**config.mk**
```make
export PLATFORM = sky130hd
export DESIGN_NAME = depremuat_32_buf
export DESIGN_NICKNAME = d
export VERILOG_FILES = /design/src/rtl/tq_reorder_pkg.sv /design/src/rtl/reorder_bank_32.sv /design/src/rtl/depremuat_32_buf.sv
export SDC_FILE = /design/constraint.sdc
export NUM_CORES = 2
export LEC_CHECK = 0
export ABC_AREA = 1
export CELL_PAD_IN_SITES_DETAIL_PLACEMENT = 0
export CELL_PAD_IN_SITES_GLOBAL_PLACEMENT = 1
export CORE_MARGIN = 2
export CORE_UTILIZATION = 51
export DETAILED_ROUTE_END_ITERATION = 16
export GPL_TIMING_DRIVEN = 0
export PLACE_DENSITY = 0.77
export SETUP_SLACK_MARGIN = 0.4
export SLEW_MARGIN = 20
export SYNTH_ARGS = -nofsm -noshare
export SYNTH_HDL_FRONTEND = slang
export SYNTH_SLANG_ARGS = --single-unit
```
**constraint.sdc**
```tcl
create_clock -name clk -period 3.3 [get_ports clk]
set_input_delay 0.66 -clock clk [delete_from_list [all_inputs] [get_ports clk]]
set_output_delay 0.66 -clock clk [all_outputs]
set_load 0.005 [all_outputs]
```
**src/rtl/tq_reorder_pkg.sv**
```systemverilog
// Shared types and the output-order address map for the 32-point coefficient reorder buffer.
package tq_reorder_pkg;

    localparam int DW = 28;
    localparam int N  = 32;
    localparam int AW = 5;

    typedef enum logic [1:0] {
        EMPTY   = 2'd0,
        FILLING = 2'd1,
        FULL    = 2'd2
    } bank_state_e;

    // Bank slot holding natural index k; the butterfly interleave is a 1-bit rotate of k.
    function automatic logic [AW-1:0] depremuat_addr(
        input logic [AW-1:0] k,
        input logic          en,
        input logic          inv
    );
        logic [AW-1:0] a;
        if (!en)
            a = k;
        else if (!inv)
            a = {k[3:0], k[4]};
        else
            a = {k[0], k[4:1]};
        return a;
    endfunction

endpackage

```
**src/rtl/reorder_bank_32.sv**
```systemverilog
// One 32-entry coefficient bank with its latched reorder mode and fill state.
module reorder_bank_32
    import tq_reorder_pkg::*;
#(
    parameter int DW = tq_reorder_pkg::DW
) (
    input  logic          clk,
    input  logic          rst_n,
    input  logic          wr_en,
    input  logic [AW-1:0] wr_addr,
    input  logic [DW-1:0] wr_data,
    input  logic          wr_mode_en,
    input  logic          wr_mode_inv,
    input  logic          rd_done,
    input  logic [AW-1:0] rd_k,
    output bank_state_e   state,
    output logic [DW-1:0] rd_data
);

    logic [DW-1:0] mem [N];
    logic          mode_en;
    logic          mode_inv;

    // Storage is deliberately not reset; state alone decides whether contents are meaningful.
    always_ff @(posedge clk) begin
        if (wr_en)
            mem[wr_addr] <= wr_data;
    end

    always_ff @(posedge clk or negedge rst_n) begin
        if (!rst_n) begin
            state    <= EMPTY;
            mode_en  <= 1'b0;
            mode_inv <= 1'b0;
        end else begin
            if (wr_en && wr_addr == '0) begin
                mode_en  <= wr_mode_en;
                mode_inv <= wr_mode_inv;
            end
            // A bank is never written while FULL and never drained unless FULL.
            if (wr_en)
                state <= (wr_addr == AW'(N - 1)) ? FULL : FILLING;
            else if (rd_done)
                state <= EMPTY;
        end
    end

    assign rd_data = mem[depremuat_addr(rd_k, mode_en, mode_inv)];

endmodule

```
**src/rtl/depremuat_32_buf.sv**
```systemverilog
// Ping-pong reorder buffer: butterfly-order coefficients in, natural-order coefficients out.
module depremuat_32_buf
    import tq_reorder_pkg::*;
#(
    parameter int DW = tq_reorder_pkg::DW
) (
    input  logic          clk,
    input  logic          rst_n,
    input  logic          i_valid,
    output logic          i_ready,
    input  logic          i_enable,
    input  logic          i_inverse,
    input  logic [DW-1:0] i_data,
    output logic          o_valid,
    input  logic          o_ready,
    output logic [DW-1:0] o_data,
    output logic [AW-1:0] o_idx,
    output logic          o_last
);

    logic [AW-1:0] wr_cnt;
    logic [AW-1:0] rd_cnt;
    logic          wr_bank;
    logic          rd_bank;
    logic          wr_fire;
    logic          rd_fire;
    logic [1:0]    wr_en;
    logic [1:0]    rd_done;
    bank_state_e   state   [2];
    logic [DW-1:0] rd_data [2];

    // Handshake outputs come from registered bank state only, so no o_ready->i_ready path.
    assign i_ready = (state[wr_bank] != FULL);
    assign o_valid = (state[rd_bank] == FULL);
    assign o_data  = rd_data[rd_bank];
    assign o_idx   = rd_cnt;
    assign o_last  = o_valid && (rd_cnt == AW'(N - 1));
    assign wr_fire = i_valid && i_ready;
    assign rd_fire = o_valid && o_ready;

    for (genvar g = 0; g < 2; g++) begin : g_bank
        assign wr_en[g]   = wr_fire && (wr_bank == 1'(g));
        assign rd_done[g] = rd_fire && o_last && (rd_bank == 1'(g));

        reorder_bank_32 #(.DW(DW)) u_bank (
            .clk         (clk),
            .rst_n       (rst_n),
            .wr_en       (wr_en[g]),
            .wr_addr     (wr_cnt),
            .wr_data     (i_data),
            .wr_mode_en  (i_enable),
            .wr_mode_inv (i_inverse),
            .rd_done     (rd_done[g]),
            .rd_k        (rd_cnt),
            .state       (state[g]),
            .rd_data     (rd_data[g])
        );
    end

    // Counters wrap naturally at 32; bank pointers flip on each block boundary.
    always_ff @(posedge clk or negedge rst_n) begin
        if (!rst_n) begin
            wr_cnt  <= '0;
            rd_cnt  <= '0;
            wr_bank <= 1'b0;
            rd_bank <= 1'b0;
        end else begin
            if (wr_fire) begin
                wr_cnt <= wr_cnt + 1'b1;
                if (wr_cnt == AW'(N - 1))
                    wr_bank <= ~wr_bank;
            end
            if (rd_fire) begin
                rd_cnt <= rd_cnt + 1'b1;
                if (o_last)
                    rd_bank <= ~rd_bank;
            end
        end
    end

endmodule
```
# Word level (Yosys, flattened, before mapping)
# Memory sizes are Yosys's and may differ from the RTL's.
# Cells that the tools add are included.
# Widths: inputs -> output; s select.
[totals]
in_bits = 34
register_bits = 20
memories = 2
ramBits = 1792
[classes]
reduce_logical = 15
bitwise = 4
addsub = 2
muxes = 22
eq_ne = 4
order_cmp = 2
[memory_table]
columns = ["memory", "depth", "width", "read_ports", "rd_clocked_by_memory_dff", "wr", "line_no", "text"]
rows = [
  ["g_bank[0].u_bank.mem", 32, 28, 1, 0, 1, "reorder_bank_32.sv:20", "logic [DW-1:0] mem [N];"],
  ["g_bank[1].u_bank.mem", 32, 28, 1, 0, 1, "reorder_bank_32.sv:20", ""],
]
[ops]
columns = ["operator", "n"]
rows = [
  ["$mux 28", 3],
  ["$mux 2", 11],
  ["$mux 5", 4],
  ["$add 5x1->5 const B", 2],
  ["$eq 5x5->1 const B", 2],
  ["$logic_and 1x1->1", 10],
  ["$logic_not 5->1", 1],
  ["$ge 2x2->1 const B", 2],
  ["$mux 1", 4],
  ["$not 1->2", 2],
  ["$reduce_and 2->1", 2],
  ["$reduce_bool 2->1", 2],
  ["$eq 2x2->1 const B", 1],
  ["$ne 2x2->1 const B", 1],
  ["$not 1->1", 2],
]

# Longest topological paths before layout
[logic_depth]
word_depth = 10
depth_mapped = 15
depth_no_buf = 13

# Modules after synthesis
# Synthesis repeated with hierarchy kept, for this count alone.
[unflattened]
cells_unflattened = 7668
hier_area_um2 = 81210.4
[by_module_without_submodules]
columns = ["mod", "instances", "area_per_inst_um2", "cells_each"]
rows = [
  ["reorder_bank_32", 2, 40079.7, 3744],
  ["depremuat_32_buf", 1, 1051.0, 180],
]

# Least setup slack after synthesis
# OpenSTA, ideal clock, no wires.
[synth_path]
path_kind = "register to register"
start = "register g_bank[0].u_bank.state[1]"
end = "memory g_bank[0].u_bank.mem[10][0] (enable)"
path_slack_ns = 0.435
n_path_buf = 1
path_stages_with_launch = 10
arrival_time_ns = 2.452
setup_ns = 0.413
synth_period_minus_slack_ns = 2.865
cell_sequence = "dfrtp_1 inv_1 or2_2 nand2_1 nand2_1 nand2_1 nor2_1 inv_1 buf_1 nor2_1"
[synth_via]
elab_chain_len = 8
[synth_lines]
columns = ["item", "line_no", "text"]
rows = [
  ["start, declared", "reorder_bank_32.sv:16", "output bank_state_e state,"],
  ["start signal, assigned", "reorder_bank_32.sv:42", "state <= (wr_addr == AW'(N - 1)) ? FULL : FILLING;"],
  ["$mux 2 (implied by the code) (3 in series)", "depremuat_32_buf.sv:33", "assign i_ready = (state[wr_bank] != FULL);"],
  ["$ne 2x2->1", "depremuat_32_buf.sv:33", ""],
  ["named net i_ready", "depremuat_32_buf.sv:10", "output logic i_ready,"],
  ["$logic_and 1x1->1", "depremuat_32_buf.sv:38", "assign wr_fire = i_valid && i_ready;"],
  ["$logic_and 1x1->1", "depremuat_32_buf.sv:42", "assign wr_en[g] = wr_fire && (wr_bank == 1'(g));"],
  ["$mux 1", "reorder_bank_32.sv:26", "if (wr_en)"],
  ["$mux 1 (implied by the code)", "reorder_bank_32.sv:27", "mem[wr_addr] <= wr_data;"],
  ["end, declared", "reorder_bank_32.sv:20", ""],
]
# The timed path passes the listed nets, and every way through them passes these cells. The select of a mux whose other input is x is not followed.

# Final worst setup path
[layout_path]
start = "register g_bank[0].u_bank.mode_inv"
end = "output port o_data[8]"
[layout_via]
elab_chain_len = 6
[layout_lines]
columns = ["item", "line_no", "text"]
rows = [
  ["start, declared", "reorder_bank_32.sv:22", "logic mode_inv;"],
  ["start signal, assigned", "reorder_bank_32.sv:38", "mode_inv <= wr_mode_inv;"],
  ["$mux 5", "tq_reorder_pkg.sv:23", "else if (!inv)"],
  ["$mux 5", "tq_reorder_pkg.sv:21", "if (!en)"],
  ["$mem_v2 32x28", "-", ""],
  ["$mux 28 (implied by the code) (3 in series)", "depremuat_32_buf.sv:35", "assign o_data = rd_data[rd_bank];"],
  ["end, declared", "depremuat_32_buf.sv:16", "output logic [DW-1:0] o_data,"],
]
# Every way passes these cells. The select of a mux whose other input is x is not followed.

==> results.tsv <==
metric	value	unit
ys_seq_area_frac	0.681	
violations	negative setup slack	
finalHoldViolations	0	
synthMuxAreaShare	0.000141	
drv_slew	0	
globalRouteOverflowTotal	0	
synth_xor_xnor_area_share	0.000769	
cts_root_buffer	clkbuf_16	
cts_tree	yes	
cp-start-kind	flip-flop	
grt_first_pass_wirelength	362	mm
final.period_utilization	1.20	
crit_type	reg2out	
via_per_inst	5.58	
ys.warnings.count	0	
skew	0.0247	ns
ant_nets	0	
synth-compound-area-share	0.00394	
coreArea	156000	um^2
slew_headroom	0.329	
die-height	399	um
drtIter0Drc	6842	
grt_max_degree	57	
tightest_slew	1.01	ns
critPathMaxStageDelay	0.45	ns
drive_above_1_share	0.186	
syn_inst	7513	
arrival	3.30	ns
finalSetupViolCount	29	
crit_fanout	10	
syn_area	79800	um^2
synth_top_family_by_area	simple AND/OR/NAND/NOR gates	
track_usage	0.316	
mostFrequentLayoutCells	edfxtp_1 (1792), inv_1 (1447), nand3_1 (1436), nand2_1 (1426), nand3_2 (311)	
max_freq	253	MHz
ys_seq_elements	1812	
synth_fa_ha_area_frac	0.00110	
fill_cells	12044	
clk_path_buf_depth	3	
setup_tns	-17.02	ns
status	finished with violations	
place_hpwl	177	mm
initial_core_util	0.512	
grt_pass1_vias	53383	
die_area	160000	um^2
cpMaxStageDelayCell	dfrtp_2	
gp_congestion	0.972	
post-route-min-period	3.96	ns
drc	0	
maxCapViolCount	0	
h-tree-depth	4	
setup_slack	-0.657	ns
hold_class	in2reg	
wirelength	256	mm
synth-edff-count	1792	
wl_per_cell	25.2	um
clk_pin_slew_worst_paths	0.06	ns
crit_chain	buf_4, a21oi_1, o21ai_2, o21ai_4, inv_2, buf_4, buf_2, nand3_2, nand3_2, nand3_4, nand3_4, nand2_4, clkbuf_2	
layout.nets	8003	
die_w	399	um
synthFlopType	edfxtp_1	
ys_async_sr_fraction	0.0110	
syn_nets	7554	
cp.required	2.64	ns
rsz0062_at_grt	true	
clkLatencyLatePin	0.84	ns
avgSynthCellArea	10.6	um^2
antenna_found_initial	8	
drt_first_pass_iters	6	
ios	70	
num_rows	145	
vias	56755	
crit_path_end_kind	output port	
io_buffers	69	
final_common_cell	edfxtp_1	
ys_types	26	
cts_sinks	1812	
area_growth	23.9	%
yosys.area_share.simple	0.218	
cts_buffers	189	
-- Yosys cell counts (6+ instances only) --
cell type,n,area share
a21oi_1,6,0.00038
buf_1,39,0.0018
buf_2,280,0.018
buf_4,7,0.00066
clkbuf_1,115,0.0054
dfrtp_1,20,0.0063
edfxtp_1,1792,0.67
ha_1,7,0.0011
inv_1,1447,0.068
inv_2,13,0.00061
nand2_1,1467,0.069
nand3_1,1883,0.12
nand3b_1,280,0.026
nor2_1,83,0.0039
o21ai_0,40,0.0025
o21ai_1,6,0.00038
xor2_1,7,0.00077
-- logic make-up after synthesis --
family                   Yosys count
AND/OR/NAND/NOR                 3722
flip-flops                      1812
buffers and inverters           1905
AO/OA/AOI/OAI                     59
adder cells (fa/ha/maj)            7
XOR/XNOR                           7
multiplexers                       1
-- sequential cells by signal (all words and copies together), names as in the netlist --
register / cells
wr_cnt: 5
rd_bank: 1
wr_bank: 1
o_idx: 5
g_bank.u_bank.mode_en: 2
g_bank.u_bank.mem: 1792
g_bank.u_bank.mode_inv: 2
g_bank.u_bank.state: 4
-- area by class of cell --
cell class	count	area, um^2	share of cell area
Antenna cell	4	10.0	0.000101
Buffer	444	4370	0.0443
Clock buffer	260	5260	0.0532
Clock inverter	81	751	0.00760
Inverter	1460	5530	0.0559
Multi-Input combinational cell	3797	22000	0.223
Sequential cell	1812	54300	0.550
Tap cell	2058	2570	0.0261
Timing Repair Buffer	257	3960	0.0401
Timing Repair inverter	1	11.3	0.000114
-- metal layers --
metal | up-vias | GRT usage | share of wire
met2 | 2633 | 0.503 | 0.46
met3 | 525 | 0.0639 | 0.092
met5 | - | 0 | 0.00013
li1 | 25918 | - | -
met1 | 27677 | 0.430 | 0.40
met4 | 2 | 0.124 | 0.046
-- through the flow --
step	worst slack (ns)	instances	hold slack, ns	instance area, um^2	util
after floorplan	0.435	7513	0.364	79800	-
after global placement	-2.01	9640	0.484	83000	0.533
after detailed placement	-1.54	9733	0.497	85600	0.549
after CTS	-0.976	10106	0.0932	95700	0.614
after global routing	-0.746	10171	0.113	98800	0.634
final	-0.657	10174	0.131	98800	0.634
-- what timing repair did --
item,CTS,global route
gates cloned,4,10
setup buffers,29,53
hold buffers,0,1
endpoints found under the setup margin,1176,1363
gates resized for setup,1005,655
hold endpoints to repair,0,20
pin swaps,98,166
-- worst paths after layout --
check	slack, ns	end	cells after the start	from
max	-0.66	o_data[8]	13	g_bank[0].u_bank.mode_inv
max reg2reg	0.57	g_bank[1].u_bank.mem[19][14]	8	g_bank[0].u_bank.state[1]
min in group asynchronous	0.35	rd_bank	2	rst_n
min reg2reg	0.51	g_bank[0].u_bank.state[0]	2	g_bank[0].u_bank.state[0]
min	0.13	g_bank[0].u_bank.mem[31][4]	1	i_data[4]
max in group asynchronous	2.57	o_idx[0]	2	rst_n
-- critical path: cells and delay by family, from the launching register on --
kind | cells | cell delay (ns)
AO/OA/AOI/OAI | 3 | 0.46
buffers and inverters | 5 | 0.77
flip-flops | 1 | 0.45
AND/OR/NAND/NOR | 5 | 0.77
Power is left out: the tool's default activity adds up to more than one toggle a clock period on the data nets, which glitch-free logic cannot reach.
